**config.mk**
```make
export PLATFORM = sky130hd
export DESIGN_NAME = sync_fifo_prog
export DESIGN_NICKNAME = d
export VERILOG_FILES = /design/src/rtl/sync_fifo_prog.sv
export SDC_FILE = /design/constraint.sdc
export NUM_CORES = 1
export LEC_CHECK = 0
export BUFFER_PORTS_ARGS = -buffer_cell sky130_fd_sc_hd__buf_4
export CAP_MARGIN = 20
export CELL_PAD_IN_SITES_DETAIL_PLACEMENT = 0
export CELL_PAD_IN_SITES_GLOBAL_PLACEMENT = 1
export CORE_MARGIN = 2
export CORE_UTILIZATION = 40
export CTS_CLUSTER_DIAMETER = 120
export CTS_CLUSTER_SIZE = 30
export DETAILED_ROUTE_END_ITERATION = 7
export PLACE_DENSITY_LB_ADDON = 0.12
export SYNTH_ARGS = -nofsm -noshare
export SYNTH_HDL_FRONTEND = slang
export SYNTH_SLANG_ARGS = --single-unit
```
**constraint.sdc**
```tcl
create_clock -name clk -period 3.3 [get_ports clk]
set_clock_uncertainty 0.15 [all_clocks]
set_input_delay 0.33 -clock clk [delete_from_list [all_inputs] [get_ports clk]]
set_output_delay 0.33 -clock clk [all_outputs]
set_load 0.02 [all_outputs]
```
**src/rtl/sync_fifo_prog.sv**
```systemverilog
`default_nettype none
// ============================================================================
// Module   : sync_fifo_prog
// Purpose  : Single-clock FIFO with occupancy count, programmable almost-full
//            and almost-empty thresholds, synchronous flush and pulsed
//            overflow/underflow. Define FIFO_FWFT_EN for first-word-fall-through
//            reads; the default build has a 1-cycle registered read.
// Revision : 1.0 - initial release
// ============================================================================
module sync_fifo_prog #(
    parameter int DATA_W = 8,
    parameter int DEPTH  = 16,
    parameter int AW     = $clog2(DEPTH)
) (
    input  logic              clk,
    input  logic              rstn,
    input  logic              clr,
    input  logic              wr_enb,
    input  logic [DATA_W-1:0] wr_data,
    input  logic              rd_enb,
    output logic [DATA_W-1:0] rd_data,
    input  logic [AW:0]       af_thresh,
    input  logic [AW:0]       ae_thresh,
    output logic [AW:0]       count,
    output logic              full,
    output logic              empty,
    output logic              half,
    output logic              almost_full,
    output logic              almost_empty,
    output logic              overflow,
    output logic              underflow
);

    localparam logic [AW:0] c_full_lvl = (AW+1)'(DEPTH);
    localparam logic [AW:0] c_half_lvl = (AW+1)'(DEPTH / 2);

    logic [DATA_W-1:0] r_mem [DEPTH];
    logic [AW-1:0]     r_wr_ptr;
    logic [AW-1:0]     r_rd_ptr;
    logic [AW:0]       r_count;
    logic              r_overflow;
    logic              r_underflow;

    logic w_full;
    logic w_empty;
    logic w_wr_acc;
    logic w_rd_acc;
    logic w_wr_rej;
    logic w_rd_rej;

    assign w_full  = (r_count == c_full_lvl);
    assign w_empty = (r_count == '0);

    // A write into a full FIFO is allowed when a read frees the slot this same edge.
    assign w_wr_acc = !clr && wr_enb && (!w_full || rd_enb);
    assign w_rd_acc = !clr && rd_enb && !w_empty;
    assign w_wr_rej = !clr && wr_enb && !w_wr_acc;
    assign w_rd_rej = !clr && rd_enb && w_empty;

    always_ff @(posedge clk) begin
        if (w_wr_acc) begin
            r_mem[r_wr_ptr] <= wr_data;
        end
    end

    always_ff @(posedge clk or negedge rstn) begin
        if (!rstn) begin
            r_wr_ptr    <= '0;
            r_rd_ptr    <= '0;
            r_count     <= '0;
            r_overflow  <= 1'b0;
            r_underflow <= 1'b0;
        end else begin
            r_overflow  <= w_wr_rej;
            r_underflow <= w_rd_rej;
            if (clr) begin
                r_wr_ptr <= '0;
                r_rd_ptr <= '0;
                r_count  <= '0;
            end else begin
                if (w_wr_acc) begin
                    r_wr_ptr <= r_wr_ptr + 1'b1;
                end
                if (w_rd_acc) begin
                    r_rd_ptr <= r_rd_ptr + 1'b1;
                end
                case ({w_wr_acc, w_rd_acc})
                    2'b10:   r_count <= r_count + 1'b1;
                    2'b01:   r_count <= r_count - 1'b1;
                    default: r_count <= r_count;
                endcase
            end
        end
    end

`ifdef FIFO_FWFT_EN
    // Head entry is shown directly; the pop only advances the read pointer.
    assign rd_data = w_empty ? '0 : r_mem[r_rd_ptr];
`else
    logic [DATA_W-1:0] r_rd_data;

    always_ff @(posedge clk or negedge rstn) begin
        if (!rstn) begin
            r_rd_data <= '0;
        end else if (w_rd_acc) begin
            r_rd_data <= r_mem[r_rd_ptr];
        end
    end

    assign rd_data = r_rd_data;
`endif

    assign count        = r_count;
    assign full         = w_full;
    assign empty        = w_empty;
    assign half         = (r_count >= c_half_lvl);
    assign almost_full  = (r_count >= af_thresh);
    assign almost_empty = (r_count <= ae_thresh);
    assign overflow     = r_overflow;
    assign underflow    = r_underflow;

endmodule
`default_nettype wire

```
=== Yosys cells after proc, flatten, opt, wreduce, memory -nomap -nowiden ===
Memory sizes are Yosys's and may differ from the RTL's. A register that Yosys moved wholly into a read port is not among the register bits.
Index checks and enable logic that the tools add are counted.

* Add/subtract/negate cells: 4
* Order comparisons: 3
* Equal/unequal tests: 3
* Muxes and demuxes: 8
* Reduce and logical (&&, ||, !) cells: 16

{| class="wikitable"
|+ Operators with widths
! operator !! number
|-
| $mux 4 || 4
|-
| $pmux 5 s2 || 1
|-
| $add 4x1->4 const B || 2
|-
| $logic_and 1x1->1 || 6
|-
| $add 5x1->5 const B || 1
|-
| $eq 5x5->1 const B || 1
|-
| $ge 5x4->1 const B || 1
|-
| $ge 5x5->1 || 1
|-
| $le 5x5->1 || 1
|-
| $logic_not 1->1 || 5
|-
| $logic_not 5->1 || 1
|-
| $mux 5 || 1
|-
| $sub 5x1->5 const B || 1
|-
| $reduce_bool 2->1 || 2
|-
| $reduce_bool 3->1 || 1
|-
| $eq 2x1->1 const B || 1
|-
| $eq 2x2->1 const B || 1
|-
| $mux 1 || 2
|-
| $logic_or 1x1->1 || 1
|}

* Flip-flop bits (word level): 15
* Bits in writable memories: 128
* Input port bits: 23
* Output and inout port bits: 20
* Logic and storage cells: 40
* Memories kept: 1

{| class="wikitable"
|+ Memories
! memory !! depth !! bits a word !! rd ports !! clocked after Yosys merged registers in !! wr ports !! RTL line !! text
|-
| r_mem || 16 || 8 || 1 || 1 || 1 || 37 || <nowiki>logic [DATA_W-1:0] r_mem [DEPTH];</nowiki>
|}

=== Logic depth before layout (Yosys ltp) ===
Gate-level depths: netlist of run 1.

* Depth in word-level cells: 7
* Mapped depth: 10
* Gate-level depth less buffers: 9

=== Least setup slack after synthesis of run 1 ===
Ideal clock, no wire load.

* Kind: register to register
* Start: register r_count[1], in the netlist count[1]
* End: register r_count[4], in the netlist count[4]
* Library setup time: 0.131 ns
* Arrival time: 2.429 ns
* Required time: 3.019 ns
* Path slack: 0.589 ns
* Stages on the path, launching flop included: 11
* Buffers on the path: 1
* Period minus slack after synthesis: 2.711 ns
* Path through: dfrtp_1 buf_6 nor4_4 a21oi_1 mux2_2 ha_1 o31ai_1 a21oi_1 nor2_1 a21oi_1 or3_1

* Cells in the longest elaborated chain, start to end: 7
* Elaborated cells between the ends (all ways): 14
* Those cells by class: 2 x add/sub; 3 x eq/ne; 2 x mux; 7 x reduce/logical

{| class="wikitable"
|+ Ends and longest elaborated chain
! what !! RTL line !! text
|-
| from (decl) || 40 || <nowiki>logic [AW:0] r_count;</nowiki>
|-
| from (signal assigned) || 88 || <nowiki>2'b10: r_count <= r_count + 1'b1;</nowiki>
|-
| from (signal assigned) || 89 || <nowiki>2'b01: r_count <= r_count - 1'b1;</nowiki>
|-
| from (signal assigned) || 90 || <nowiki>default: r_count <= r_count;</nowiki>
|-
| $eq 5x5->1 || 51 || <nowiki>assign w_full = (r_count == c_full_lvl);</nowiki>
|-
| $logic_not 1->1 || 55 || <nowiki>assign w_wr_acc = !clr && wr_enb && (!w_full || rd_enb);</nowiki>
|-
| $logic_or 1x1->1 || 55 ||
|-
| $logic_and 1x1->1 || 55 ||
|-
| $eq 2x1->1 / $eq 2x2->1 (equally long branches) || 87 || <nowiki>case ({w_wr_acc, w_rd_acc})</nowiki>
|-
| $pmux 5 s2 || 87 ||
|-
| $mux 5 || 76 || <nowiki>if (clr) begin</nowiki>
|}

Parallel ways exist; a longest one is shown, timed or not.
A chain may end at the register's enable or synchronous reset.

=== Worst setup path after layout of run 1 ===
* Start: register r_count[0], in the netlist count[0]
* End: register r_count[4], in the netlist count[4]

The elaborated chain is that of the path after synthesis.

==> impl_metrics.prom, run 1 <==
# TYPE chip_impl_metric gauge
chip_impl_info{name="status",value="completed"} 1
chip_impl_metric{name="maximum_number_of_pins_on_one_net_before_global_route_repair",unit=""} 24
chip_impl_metric{name="synth.cell_area",unit="sq um"} 6470
chip_impl_metric{name="post_cts_resize_count",unit=""} 0
chip_impl_metric{name="vias_per_cell",unit=""} 5.07
chip_impl_metric{name="clock_power_share",unit=""} 0.348
chip_impl_metric{name="post-route-cell-area",unit="sq um"} 7630
chip_impl_metric{name="buffer_ports.inserted",unit=""} 42
chip_impl_info{name="critPathLaunchType",value="flip-flop"} 1
chip_impl_metric{name="grt_overflow_total",unit=""} 0
chip_impl_metric{name="clock_path_buffers",unit=""} 2
chip_impl_metric{name="design.portCount",unit=""} 43
chip_impl_info{name="tritoncts_clock_tree",value="done"} 1
chip_impl_info{name="cts_root_buf",value="sky130_fd_sc_hd__clkbuf_16"} 1
chip_impl_metric{name="power_frac_seq",unit=""} 0.445
chip_impl_metric{name="initial_utilization",unit=""} 0.409
chip_impl_metric{name="synthCells",unit=""} 381
chip_impl_metric{name="fin_tns_setup",unit="ns"} 0
chip_impl_metric{name="post_synth.cell_area_avg",unit="sq um"} 17.0
chip_impl_metric{name="placement_rows",unit=""} 46
chip_impl_info{name="setup.worst_path.end_class",value="flip-flop"} 1
chip_impl_metric{name="vias_in_the_first_global_route",unit=""} 3464
chip_impl_metric{name="tightest_slew",unit="ns"} 0.978
chip_impl_metric{name="required_time_of_the_critical_path",unit="ns"} 3.45
chip_impl_metric{name="timing.final.hold_violations",unit=""} 0
chip_impl_metric{name="detailedPlacementHpwl",unit="microns"} 8600
chip_impl_metric{name="antenna_found_initial",unit=""} 0
chip_impl_info{name="timing.hold.worst.class",value="primary input to flip-flop"} 1
chip_impl_metric{name="final_min_period_over_clock_period",unit=""} 0.849
chip_impl_info{name="timing_worst_setup_path_type",value="flip-flop to flip-flop"} 1
chip_impl_metric{name="worst_slew_margin",unit=""} 0.348
chip_impl_metric{name="total_switching_power",unit="mW"} 1.42
chip_impl_metric{name="ctsHtreeMaxLevel",unit=""} 4
chip_impl_metric{name="final.fill_count",unit=""} 1350
chip_impl_metric{name="path_max_fanout",unit=""} 8
chip_impl_metric{name="drt_iter0_drc",unit=""} 278
chip_impl_metric{name="first_pass_detailed_route_iteration_total",unit=""} 4
chip_impl_metric{name="remaining_drc_errors",unit=""} 0
chip_impl_metric{name="finalMaxSlewViolations",unit=""} 0
chip_impl_metric{name="drt_wl_total",unit="microns"} 13500
chip_impl_metric{name="power.ir.vdd_worst",unit="mV"} 0.377
chip_impl_metric{name="power_density",unit="nW/um^2"} 670
chip_impl_metric{name="ant_nets",unit=""} 0
chip_impl_metric{name="die-height",unit="microns"} 131
chip_impl_metric{name="placed_cell_area",unit="sq um"} 7070
chip_impl_metric{name="switching_fraction_of_total_power",unit=""} 0.277
chip_impl_metric{name="die_width",unit="microns"} 131
chip_impl_metric{name="area_delta_synth_final",unit="%"} 17.8
chip_impl_metric{name="floorplan.die_area",unit="sq um"} 17200
chip_impl_metric{name="synth_warn",unit=""} 0
chip_impl_metric{name="nNetsFinal",unit=""} 479
chip_impl_metric{name="vias",unit=""} 3384
chip_impl_metric{name="synthesis.nets",unit=""} 421
chip_impl_metric{name="async_sr_flop_fraction",unit=""} 0.152
chip_impl_metric{name="cts-buffers-inserted",unit=""} 17
chip_impl_metric{name="synth.lib_cells_used.distinct",unit=""} 45
chip_impl_metric{name="number_of_enable_flip_flop_cells_after_synthesis",unit=""} 128
chip_impl_metric{name="worstPathArrival",unit="ns"} 2.95
chip_impl_metric{name="min_period",unit="ns"} 2.80
chip_impl_metric{name="latest_clock_arrival_within_the_worst_skew_pair",unit="ns"} 0.43
chip_impl_metric{name="cellLeakagePower",unit="nW"} 2.71
chip_impl_metric{name="p_comb_frac",unit=""} 0.207
chip_impl_metric{name="yosysSeqAreaShare",unit=""} 0.683
chip_impl_metric{name="drive_above_1_share",unit=""} 0.281
chip_impl_info{name="globalRoute.busiestLayer",value="met2"} 1
chip_impl_metric{name="setup_viol",unit=""} 0
chip_impl_metric{name="gp_congestion",unit=""} 0.742
chip_impl_metric{name="routed_length_per_instance",unit="microns"} 20.1
chip_impl_metric{name="diodes_inserted",unit=""} 0
chip_impl_metric{name="fmax",unit="MHz"} 357
chip_impl_metric{name="post_cts_buffers",unit=""} 0
chip_impl_metric{name="globalRouteTotalUtil",unit=""} 0.167
chip_impl_metric{name="global_route.usage.met2",unit=""} 0.254
chip_impl_metric{name="total_of_hold_buffers_inserted_after_clock_tree_synthesis",unit=""} 1
chip_impl_metric{name="globalRouteMet1Util",unit=""} 0.235
chip_impl_metric{name="max-cap-violations",unit=""} 0
chip_impl_info{name="setup_repair_after_global_routing_missed_its_margin",value="false"} 1
chip_impl_metric{name="use_met3",unit=""} 0.0378
chip_impl_metric{name="cts_sinks",unit=""} 151
chip_impl_metric{name="core_area",unit="sq um"} 15800
chip_impl_metric{name="cts.reportedPaths.clkPinSlew",unit="ns"} 0.06
chip_impl_metric{name="first_pass_grt_wire_length",unit="microns"} 21000
chip_impl_info{name="most_instantiated_flip_flop_cell_in_the_synthesis_netlist",value="sky130_fd_sc_hd__edfxtp_1"} 1
chip_impl_metric{name="yosys_register_bits",unit=""} 151
chip_impl_metric{name="cellInternalPower",unit="mW"} 3.70
-- critical path, cell delays in order (launching register included) --
cell                      delay, ns
sky130_fd_sc_hd__dfrtp_1       0.48
sky130_fd_sc_hd__nor4_4        0.51
sky130_fd_sc_hd__a21oi_1       0.20
sky130_fd_sc_hd__mux2_2        0.29
sky130_fd_sc_hd__ha_1          0.23
sky130_fd_sc_hd__o31ai_1       0.22
sky130_fd_sc_hd__a21oi_1       0.08
sky130_fd_sc_hd__nor2_1        0.10
sky130_fd_sc_hd__a21oi_1       0.07
sky130_fd_sc_hd__or3_1         0.34
-- sequential cells by signal (all words and copies together), names as in the netlist --
signal	cells
r_rd_ptr	4
overflow	1
rd_data	8
r_mem	128
underflow	1
r_wr_ptr	4
count	5
-- cell families after synthesis --
| group | Yosys count | share of synthesized area |
|---|---|---|
| buffers and inverters | 37 | 0.0274 |
| muxes | 52 | 0.142 |
| AOI/OAI and AO/OA | 34 | 0.0381 |
| and+or+nand+nor | 83 | 0.0672 |
| adders and majority gates | 17 | 0.0328 |
| xor gates and xnor gates | 7 | 0.00947 |
| DFF | 151 | 0.683 |
-- area by class of cell --
cell class | instances | area (sq um) | area share
Tap cell | 216 | 270 | 0.0354
Timing Repair Buffer | 57 | 443 | 0.0581
Inverter | 19 | 71.3 | 0.00935
Sequential cell | 151 | 4420 | 0.580
Clock inverter | 11 | 83.8 | 0.0110
Clock buffer | 21 | 460 | 0.0604
Multi-Input combinational cell | 193 | 1880 | 0.246
-- cell usage in the layout (no fill, tap or decap), types with 4 or more instances in the layout --
cell	synthesis	layout
sky130_fd_sc_hd__mux4_2	32	32
sky130_fd_sc_hd__o21ai_0	4	4
sky130_fd_sc_hd__nor2_1	25	25
sky130_fd_sc_hd__xnor2_1	4	4
sky130_fd_sc_hd__nor3_1	5	5
sky130_fd_sc_hd__nand3_1	4	4
sky130_fd_sc_hd__edfxtp_1	128	128
sky130_fd_sc_hd__nand2_1	18	18
sky130_fd_sc_hd__inv_1	19	19
sky130_fd_sc_hd__mux2i_1	19	19
sky130_fd_sc_hd__clkbuf_16	0	17
sky130_fd_sc_hd__dfrtp_1	23	22
sky130_fd_sc_hd__clkinv_2	0	6
sky130_fd_sc_hd__o221ai_1	8	8
sky130_fd_sc_hd__ha_1	17	17
sky130_fd_sc_hd__buf_4	1	55
sky130_fd_sc_hd__and2_1	8	8
sky130_fd_sc_hd__a21oi_1	11	11
-- metrics by stage --
step	setup WS (ns)	utilization	instances	total power [mW]	hold WS, ns
2_1_floorplan	0.589	-	381	3.00	-0.116
3_3_place_gp	0.560	0.447	635	3.38	0.128
3_5_place_dp	0.515	0.447	635	3.38	0.122
4_1_cts	0.502	0.482	668	5.16	0.0564
5_1_grt	0.279	0.482	668	5.34	0.0735
6_report	0.498	0.482	668	5.11	0.0646
-- power by group through the flow --
stage	Sequential (mW)	Combinational, mW	Clock [mW]
finish	2.28	1.06	1.78
global route	2.29	1.16	1.89
CTS	2.28	1.07	1.81
detailed placement	2.32	1.07	0
global placement	2.31	1.07	0
floorplan	2.36	0.639	0
-- final timing paths --
| kind | slack [ns] | depth (start not counted) | start | end |
|---|---|---|---|---|
| max | 0.50 | 9 | count[0] | count[4] |
| min | 0.06 | 1 | wr_data[4] | r_mem[12][4] |
| max reg2reg | 0.50 | 9 | count[0] | count[4] |
| min reg2reg | 0.34 | 2 | rd_data[7] | rd_data[7] |
| max in group asynchronous | 2.50 | 2 | rstn | r_rd_ptr[1] |
| min in group asynchronous | 0.21 | 2 | rstn | overflow |
-- synthesized netlist by cell type (3+ instances only) --
library cell / count / share of area
sky130_fd_sc_hd__edfxtp_1: 128 / 0.59
sky130_fd_sc_hd__nand2b_1: 3 / 0.0029
sky130_fd_sc_hd__nor2_1: 25 / 0.014
sky130_fd_sc_hd__ha_1: 17 / 0.033
sky130_fd_sc_hd__clkbuf_1: 6 / 0.0035
sky130_fd_sc_hd__xnor2_1: 4 / 0.0054
sky130_fd_sc_hd__nand3_1: 4 / 0.0031
sky130_fd_sc_hd__nor2b_1: 3 / 0.0029
sky130_fd_sc_hd__and2_1: 8 / 0.0077
sky130_fd_sc_hd__inv_1: 19 / 0.011
sky130_fd_sc_hd__o21a_1: 3 / 0.0035
sky130_fd_sc_hd__mux4_2: 32 / 0.11
sky130_fd_sc_hd__buf_6: 3 / 0.0052
sky130_fd_sc_hd__mux2i_1: 19 / 0.029
sky130_fd_sc_hd__xor2_1: 3 / 0.0041
sky130_fd_sc_hd__buf_2: 6 / 0.0046
sky130_fd_sc_hd__or2_2: 3 / 0.0029
sky130_fd_sc_hd__o221ai_1: 8 / 0.011
sky130_fd_sc_hd__dfrtp_1: 23 / 0.089
sky130_fd_sc_hd__nor3_1: 5 / 0.0039
sky130_fd_sc_hd__a21oi_1: 11 / 0.0085
sky130_fd_sc_hd__nand2_1: 18 / 0.010
sky130_fd_sc_hd__o21ai_0: 4 / 0.0031
-- metal layers --
metal	vias up	share of wire
li1	1592	-
met1	1721	0.47
met2	58	0.48
met3	13	0.036
met4	0	0.014
met5	-	0
Power figures use the tool's default switching activity.
==> run 2: changes to the inputs <==
--- a/config.mk
+++ b/config.mk
@@ -5,6 +5,7 @@
 export SDC_FILE = /design/constraint.sdc
 export NUM_CORES = 1
 export LEC_CHECK = 0
+export ABC_AREA = 1
 export BUFFER_PORTS_ARGS = -buffer_cell sky130_fd_sc_hd__buf_4
 export CAP_MARGIN = 20
 export CELL_PAD_IN_SITES_DETAIL_PLACEMENT = 0
==> constraint.sdc (replaced) <==
create_clock -name clk -period 2.36 [get_ports clk]
set_clock_uncertainty 0.15 [all_clocks]
set_input_delay 0.236 -clock clk [delete_from_list [all_inputs] [get_ports clk]]
set_output_delay 0.236 -clock clk [all_outputs]
set_load 0.02 [all_outputs]
==> run 2 against run 1 <==
Register-to-register slack worse by 0.21 ns; sequential cell count unchanged; via count up 29%; worst setup slack worse by 0.34 ns; die area about the same; power up 67%; utilization up 0.88 points; critical path depth down 3; clock power up 44%; non-clock buffer count up 21; highest routed layer unchanged.
==> impl_metrics.prom, run 2 <==
# TYPE chip_impl_metric gauge
chip_impl_metric{name="power.ir.vdd_worst",unit="mV"} 0.495
chip_impl_metric{name="yosys_register_bits",unit=""} 151
chip_impl_metric{name="latest_clock_arrival_within_the_worst_skew_pair",unit="ns"} 0.42
chip_impl_info{name="most_instantiated_flip_flop_cell_in_the_synthesis_netlist",value="sky130_fd_sc_hd__edfxtp_1"} 1
chip_impl_metric{name="core_area",unit="sq um"} 15900
chip_impl_info{name="critPathLaunchType",value="flip-flop"} 1
chip_impl_metric{name="maximum_number_of_pins_on_one_net_before_global_route_repair",unit=""} 67
chip_impl_info{name="cell_type_with_the_largest_total_area_after_synthesis",value="sky130_fd_sc_hd__edfxtp_1"} 1
chip_impl_metric{name="drive_above_1_share",unit=""} 0.196
chip_impl_metric{name="cts-buffers-inserted",unit=""} 17
chip_impl_metric{name="number_of_enable_flip_flop_cells_after_synthesis",unit=""} 128
chip_impl_metric{name="clock_path_buffers",unit=""} 2
chip_impl_metric{name="diodes_inserted",unit=""} 0
chip_impl_metric{name="fmax",unit="MHz"} 454
chip_impl_metric{name="timing.final.hold_violations",unit=""} 0
chip_impl_metric{name="initial_utilization",unit=""} 0.408
chip_impl_metric{name="remaining_drc_errors",unit=""} 0
chip_impl_info{name="synth.top_cells.by_area",value="sky130_fd_sc_hd__edfxtp_1, sky130_fd_sc_hd__dfrtp_1, sky130_fd_sc_hd__o21ai_0, sky130_fd_sc_hd__nor2_1, sky130_fd_sc_hd__ha_1"} 1
chip_impl_metric{name="cts_sinks",unit=""} 151
chip_impl_metric{name="timing.hold.worst_path_depth",unit=""} 1
chip_impl_metric{name="drt_wl_total",unit="microns"} 16000
chip_impl_metric{name="post-route-cell-area",unit="sq um"} 7790
chip_impl_metric{name="design.portCount",unit=""} 43
chip_impl_metric{name="synthesis.nets",unit=""} 574
chip_impl_info{name="setup_repair_after_global_routing_missed_its_margin",value="false"} 1
chip_impl_metric{name="synth.cell_area",unit="sq um"} 6480
chip_impl_info{name="timing.critical_path.to",value="almost_empty"} 1
chip_impl_metric{name="path_max_fanout",unit=""} 8
chip_impl_metric{name="setup_viol",unit=""} 0
chip_impl_info{name="setup.worst_path.end_class",value="output pin"} 1
chip_impl_info{name="tritoncts_clock_tree",value="done"} 1
chip_impl_metric{name="synth_warn",unit=""} 0
chip_impl_metric{name="required_time_of_the_critical_path",unit="ns"} 1.97
chip_impl_metric{name="floorplan.die_area",unit="sq um"} 17200
chip_impl_metric{name="final_min_period_over_clock_period",unit=""} 0.933
chip_impl_metric{name="final_util",unit=""} 0.491
chip_impl_metric{name="placement_rows",unit=""} 46
chip_impl_metric{name="routed_length_per_instance",unit="microns"} 19.2
chip_impl_metric{name="area_delta_synth_final",unit="%"} 20.3
chip_impl_metric{name="ant_nets",unit=""} 0
chip_impl_metric{name="first_pass_detailed_route_iteration_total",unit=""} 4
chip_impl_metric{name="tightest_slew",unit="ns"} 0.452
chip_impl_metric{name="placed_instances",unit=""} 796
chip_impl_metric{name="pre_cts_ws",unit="ns"} 0.316
chip_impl_info{name="timing.hold.worst.class",value="primary input to flip-flop"} 1
chip_impl_metric{name="ctsHtreeMaxLevel",unit=""} 4
chip_impl_info{name="worstReg2RegStart",value="count[0]"} 1
chip_impl_metric{name="power_density",unit="nW/um^2"} 1100
chip_impl_info{name="synthMostInstantiatedCell",value="sky130_fd_sc_hd__edfxtp_1"} 1
chip_impl_metric{name="synthCells",unit=""} 534
chip_impl_info{name="mostFrequentLayoutCells",value="sky130_fd_sc_hd__edfxtp_1, sky130_fd_sc_hd__nor2_1, sky130_fd_sc_hd__o21ai_0, sky130_fd_sc_hd__buf_4, sky130_fd_sc_hd__nand2_1"} 1
chip_impl_info{name="status",value="completed"} 1
chip_impl_info{name="timing.critical_path.from",value="count[2]"} 1
chip_impl_metric{name="power.total",unit="mW"} 8.54
chip_impl_metric{name="holdWs",unit="ns"} 0.00744
chip_impl_metric{name="cts.reportedPaths.clkPinSlew",unit="ns"} 0.06
chip_impl_info{name="cts_root_buf",value="sky130_fd_sc_hd__clkbuf_16"} 1
chip_impl_metric{name="gp_congestion",unit=""} 0.826
chip_impl_metric{name="die_width",unit="microns"} 131
chip_impl_metric{name="grt_overflow_total",unit=""} 0
chip_impl_metric{name="worst_setup_slack_after_layout",unit="ns"} 0.158
chip_impl_info{name="largest-register",value="r_mem"} 1
chip_impl_metric{name="min_period",unit="ns"} 2.20
chip_impl_info{name="layout.cells.most_common",value="sky130_fd_sc_hd__edfxtp_1"} 1
chip_impl_info{name="timing_worst_setup_path_type",value="flip-flop to output pin"} 1
chip_impl_metric{name="post-synth-top-area-fraction",unit=""} 0.593
chip_impl_metric{name="worstPathArrival",unit="ns"} 1.82
chip_impl_info{name="r2r_end",value="count[4]"} 1
chip_impl_metric{name="r2r_setup_slack",unit="ns"} 0.29
chip_impl_metric{name="max-cap-violations",unit=""} 0
chip_impl_metric{name="die-height",unit="microns"} 131
chip_impl_metric{name="yosysSeqAreaShare",unit=""} 0.682
chip_impl_metric{name="final_cell_count_no_fill",unit=""} 834
chip_impl_metric{name="worst_slew_margin",unit=""} 0.699
chip_impl_metric{name="buffer_ports.inserted",unit=""} 42
chip_impl_metric{name="cellLeakagePower",unit="nW"} 2.92
chip_impl_metric{name="largest_reg_flops",unit=""} 128
chip_impl_metric{name="globalRouteTotalUtil",unit=""} 0.192
chip_impl_metric{name="vias_per_cell",unit=""} 5.24
chip_impl_metric{name="finalMaxSlewViolations",unit=""} 0
chip_impl_metric{name="detailedPlacementHpwl",unit="microns"} 10300
chip_impl_metric{name="drt_iter0_drc",unit=""} 275
chip_impl_metric{name="synth.lib_cells_used.distinct",unit=""} 34
chip_impl_info{name="synth.cells.most_frequent",value="sky130_fd_sc_hd__edfxtp_1, sky130_fd_sc_hd__nor2_1, sky130_fd_sc_hd__o21ai_0, sky130_fd_sc_hd__nand2_1, sky130_fd_sc_hd__inv_1"} 1
chip_impl_metric{name="first_pass_grt_wire_length",unit="microns"} 24600
chip_impl_metric{name="nNetsFinal",unit=""} 645
chip_impl_metric{name="post_synth.cell_area_avg",unit="sq um"} 12.1
chip_impl_metric{name="placed_cell_area",unit="sq um"} 7170
chip_impl_metric{name="async_sr_flop_fraction",unit=""} 0.152
chip_impl_metric{name="vias_in_the_first_global_route",unit=""} 4363
chip_impl_metric{name="antenna_found_initial",unit=""} 0
chip_impl_metric{name="reg2reg_depth",unit=""} 14
chip_impl_metric{name="vias",unit=""} 4369
chip_impl_metric{name="fin_tns_setup",unit="ns"} 0
-- run 2: changes by cell type after synthesis, sizes merged, moves of 11 or more --
cell / delta
nor2: +71
o22ai: +11
mux4: -32
clkbuf: +11
mux2i: -19
o21ai: +71
nand3: +16
nand2: +22
o221ai: +16
inv: +19
-- run 2: per-layer routing --
metal,track usage,up-vias,wire length (microns)
met3,0.0490,16,769
met1,0.234,2150,6710
met2,0.335,109,8200
met4,0.0622,0,299
met5,0,-,0
li1,-,2094,-
-- run 2: worst min-delay path by stage --
stage	from	end	slack (ns)
2_1_floorplan	rstn	count[0]	-0.21
3_3_place_gp	rstn	count[4]	0.02
3_5_place_dp	rstn	r_wr_ptr[1]	0.02
4_1_cts	wr_data[4]	r_mem[8][4]	0.001
5_1_grt	wr_data[4]	r_mem[8][4]	0.008
6_report	wr_data[4]	r_mem[8][4]	0.007
-- run 2: repair_timing --
item,4_1_cts,5_1_grt
setup buffers,0,1
hold buffers,5,0
gates resized for setup,2,1
setup endpoints to repair,1,1
hold endpoints to repair,44,0
cloned,0,0
-- run 2: final cells by class --
| type | count | area (sq um) |
|---|---|---|
| clock buffers | 23 | 458 |
| repair buffers | 78 | 611 |
| flip-flops and latches | 151 | 4420 |
| inverters | 39 | 149 |
| clock inverters | 9 | 101 |
| fillers | 1464 | 8090 |
| well taps | 216 | 270 |
| multi-input cells | 318 | 1780 |
-- run 2: critical path: stages (launching register included) --
cell	delay, ns
sky130_fd_sc_hd__dfrtp_1	0.40
sky130_fd_sc_hd__buf_4	0.18
sky130_fd_sc_hd__ha_1	0.30
sky130_fd_sc_hd__nand4_1	0.11
sky130_fd_sc_hd__o221ai_1	0.15
sky130_fd_sc_hd__o21ai_0	0.10
sky130_fd_sc_hd__buf_4	0.16
-- run 2: logic make-up after synthesis --
kind of cell	synth area share
compound gates	0.128
fa+ha+maj	0.0328
flops	0.682
simple gates	0.110
xor+xnor	0.00406
buf+inv	0.0427
-- run 2: report_power, final --
part	leakage (nW)	internal (mW)	switching, mW
registers	1.44	3.10	0.137
logic	1.20	0.939	1.81
clock network	0.275	1.57	0.985
total	2.92	5.61	2.93
==> run 3: changes to the inputs <==
--- a/config.mk
+++ b/config.mk
@@ -8,8 +8,6 @@
 export ABC_AREA = 1
 export BUFFER_PORTS_ARGS = -buffer_cell sky130_fd_sc_hd__buf_4
 export CAP_MARGIN = 20
-export CELL_PAD_IN_SITES_DETAIL_PLACEMENT = 0
-export CELL_PAD_IN_SITES_GLOBAL_PLACEMENT = 1
 export CORE_MARGIN = 2
 export CORE_UTILIZATION = 40
 export CTS_CLUSTER_DIAMETER = 120
==> run 3 against run 2 <==
Non-clock buffer count unchanged; first-iteration DRC count increased by 16%; largest power group unchanged; via count increased by 1.8%; critical path depth increased by 3; global-route usage increased by 0.058 points; sequential cell count unchanged; fmax decreased by 3.2%; combinational power about the same; power increased by 2.5%; sequential share of layout area decreased by 0.58 points; count of clock-buffer cells in the layout decreased by 5; utilization increased by 0.52 points.
==> impl_metrics.prom, run 3 (synthesis gave the netlist of run 2 again) <==
# TYPE chip_impl_metric gauge
chip_impl_info{name="status",value="completed"} 1
chip_impl_info{name="r2r_end",value="count[2]"} 1
chip_impl_metric{name="reg2reg_depth",unit=""} 12
chip_impl_metric{name="cts_sinks",unit=""} 151
chip_impl_metric{name="die-height",unit="microns"} 131
chip_impl_metric{name="required_time_of_the_critical_path",unit="ns"} 1.97
chip_impl_info{name="mostFrequentLayoutCells",value="sky130_fd_sc_hd__edfxtp_1, sky130_fd_sc_hd__nor2_1, sky130_fd_sc_hd__o21ai_0"} 1
chip_impl_info{name="tritoncts_clock_tree",value="done"} 1
chip_impl_metric{name="worst_slew_margin",unit=""} 0.641
chip_impl_metric{name="diodes_inserted",unit=""} 0
chip_impl_metric{name="min_period",unit="ns"} 2.27
chip_impl_metric{name="timing.final.hold_violations",unit=""} 0
chip_impl_metric{name="buffer_ports.inserted",unit=""} 42
chip_impl_info{name="critPathLaunchType",value="flip-flop"} 1
chip_impl_info{name="setup_repair_after_global_routing_missed_its_margin",value="false"} 1
chip_impl_metric{name="post_cts_buffers",unit=""} 0
chip_impl_metric{name="remaining_drc_errors",unit=""} 0
chip_impl_metric{name="drive_above_1_share",unit=""} 0.199
chip_impl_metric{name="setup_viol",unit=""} 0
chip_impl_metric{name="cts-buffers-inserted",unit=""} 17
chip_impl_metric{name="ant_nets",unit=""} 0
chip_impl_metric{name="first_pass_grt_wire_length",unit="microns"} 25000
chip_impl_info{name="timing.critical_path.from",value="count[0]"} 1
chip_impl_metric{name="clock_path_buffers",unit=""} 2
chip_impl_metric{name="fmax",unit="MHz"} 440
chip_impl_metric{name="finalMaxSlewViolations",unit=""} 0
chip_impl_metric{name="vias_per_cell",unit=""} 5.33
chip_impl_info{name="layout.cells.most_common",value="sky130_fd_sc_hd__edfxtp_1"} 1
chip_impl_metric{name="design.portCount",unit=""} 43
chip_impl_metric{name="die_width",unit="microns"} 131
chip_impl_info{name="timing.critical_path.to",value="almost_full"} 1
chip_impl_info{name="largest-register",value="r_mem"} 1
chip_impl_metric{name="area_delta_synth_final",unit="%"} 21.6
chip_impl_metric{name="first_pass_detailed_route_iteration_total",unit=""} 6
chip_impl_metric{name="initial_utilization",unit=""} 0.408
chip_impl_metric{name="path_max_fanout",unit=""} 5
chip_impl_metric{name="latest_clock_arrival_within_the_worst_skew_pair",unit="ns"} 0.43
chip_impl_metric{name="worstPathArrival",unit="ns"} 1.89
chip_impl_info{name="timing.hold.worst.class",value="primary input to flip-flop"} 1
chip_impl_metric{name="drt_wl_total",unit="microns"} 16000
chip_impl_metric{name="globalRouteTotalUtil",unit=""} 0.193
chip_impl_info{name="worstReg2RegStart",value="count[1]"} 1
chip_impl_metric{name="power.ir.vdd_worst",unit="mV"} 0.603
chip_impl_metric{name="r2r_setup_slack",unit="ns"} 0.25
chip_impl_metric{name="vias_in_the_first_global_route",unit=""} 4304
chip_impl_metric{name="ctsHtreeMaxLevel",unit=""} 4
chip_impl_metric{name="power_density",unit="nW/um^2"} 1110
chip_impl_info{name="min-delay-start",value="wr_data[3]"} 1
chip_impl_metric{name="cts.reportedPaths.clkPinSlew",unit="ns"} 0.06
chip_impl_metric{name="gp_congestion",unit=""} 0.795
chip_impl_metric{name="floorplan.die_area",unit="sq um"} 17200
chip_impl_metric{name="nNetsFinal",unit=""} 645
chip_impl_metric{name="vias",unit=""} 4446
chip_impl_metric{name="drt_iter0_drc",unit=""} 320
chip_impl_metric{name="holdWs",unit="ns"} 0.00551
chip_impl_metric{name="routed_length_per_instance",unit="microns"} 19.2
chip_impl_metric{name="final_min_period_over_clock_period",unit=""} 0.964
chip_impl_metric{name="maximum_number_of_pins_on_one_net_before_global_route_repair",unit=""} 67
chip_impl_metric{name="tightest_slew",unit="ns"} 0.538
chip_impl_metric{name="largest_reg_flops",unit=""} 128
chip_impl_metric{name="grt_overflow_total",unit=""} 0
chip_impl_metric{name="core_area",unit="sq um"} 15900
chip_impl_metric{name="max-cap-violations",unit=""} 0
chip_impl_info{name="cts_root_buf",value="sky130_fd_sc_hd__clkbuf_16"} 1
chip_impl_metric{name="antenna_found_initial",unit=""} 0
chip_impl_info{name="timing_worst_setup_path_type",value="flip-flop to output pin"} 1
chip_impl_metric{name="cellLeakagePower",unit="nW"} 2.95
chip_impl_metric{name="detailedPlacementHpwl",unit="microns"} 10100
chip_impl_metric{name="placement_rows",unit=""} 46
chip_impl_metric{name="fin_tns_setup",unit="ns"} 0
chip_impl_info{name="setup.worst_path.end_class",value="output pin"} 1
[run 3: what timing repair did]
item / CTS / global route
gates resized for setup: 2 / 3
hold buffers: 6 / 0
pin swaps: 0 / 0
hold endpoints to repair: 75 / 0
setup endpoints to repair: 1 / 2
[run 3: layout make-up]
cell class,instances,area (sq um)
tap,216,270
clock buffer,18,429
fill,1444,8010
timing repair buffer,78,651
inverter,39,149
multi-input combinational,318,1780
clock inverter,14,171
sequential,151,4420
[run 3: power breakdown]
group          switching, mW  total (mW)  internal, mW  leakage [nW]
clock network           1.10        2.78          1.67         0.291
registers              0.154        3.25          3.10          1.44
logic                   1.75        2.73         0.984          1.22
[run 3: routing by layer]
metal	GRT usage	vias up	part of all wire
met5	0	-	0
met4	0.0640	0	0.015
met3	0.0490	19	0.061
met2	0.294	143	0.46
met1	0.270	2190	0.47
li1	-	2094	-
[run 3: how the worst min path moves through the flow]
stage / end / cells past startpoint / slack, ns
after floorplan: count[0] / 0 / -0.21
after global placement: count[1] / 1 / 0.02
after detailed placement: count[2] / 1 / 0.03
after CTS: r_mem[0][3] / 1 / 0.0004
after global routing: r_mem[10][4] / 1 / 0.008
final: r_mem[0][3] / 1 / 0.006
[run 3: per-stage QoR]
step	power, mW	util	area (sq um)	std cells	setup slack [ns]
6_report	8.76	0.496	7880	834	0.0851
2_1_floorplan	4.95	-	6480	534	0.307
3_3_place_gp	5.98	0.454	7210	796	0.330
4_1_cts	8.81	0.496	7870	834	0.0347
3_5_place_dp	6.03	0.454	7210	796	0.292
5_1_grt	9.22	0.496	7880	834	0.00858
[run 3: worst max-delay path, cell delays in order, from the launching register on]
cell                       delay, ns
sky130_fd_sc_hd__dfrtp_2        0.47
sky130_fd_sc_hd__inv_4          0.10
sky130_fd_sc_hd__ha_1           0.22
sky130_fd_sc_hd__inv_1          0.05
sky130_fd_sc_hd__nand2_1        0.04
sky130_fd_sc_hd__a21oi_1        0.13
sky130_fd_sc_hd__o21bai_1       0.08
sky130_fd_sc_hd__a21oi_1        0.14
sky130_fd_sc_hd__o21bai_1       0.08
sky130_fd_sc_hd__buf_4          0.16
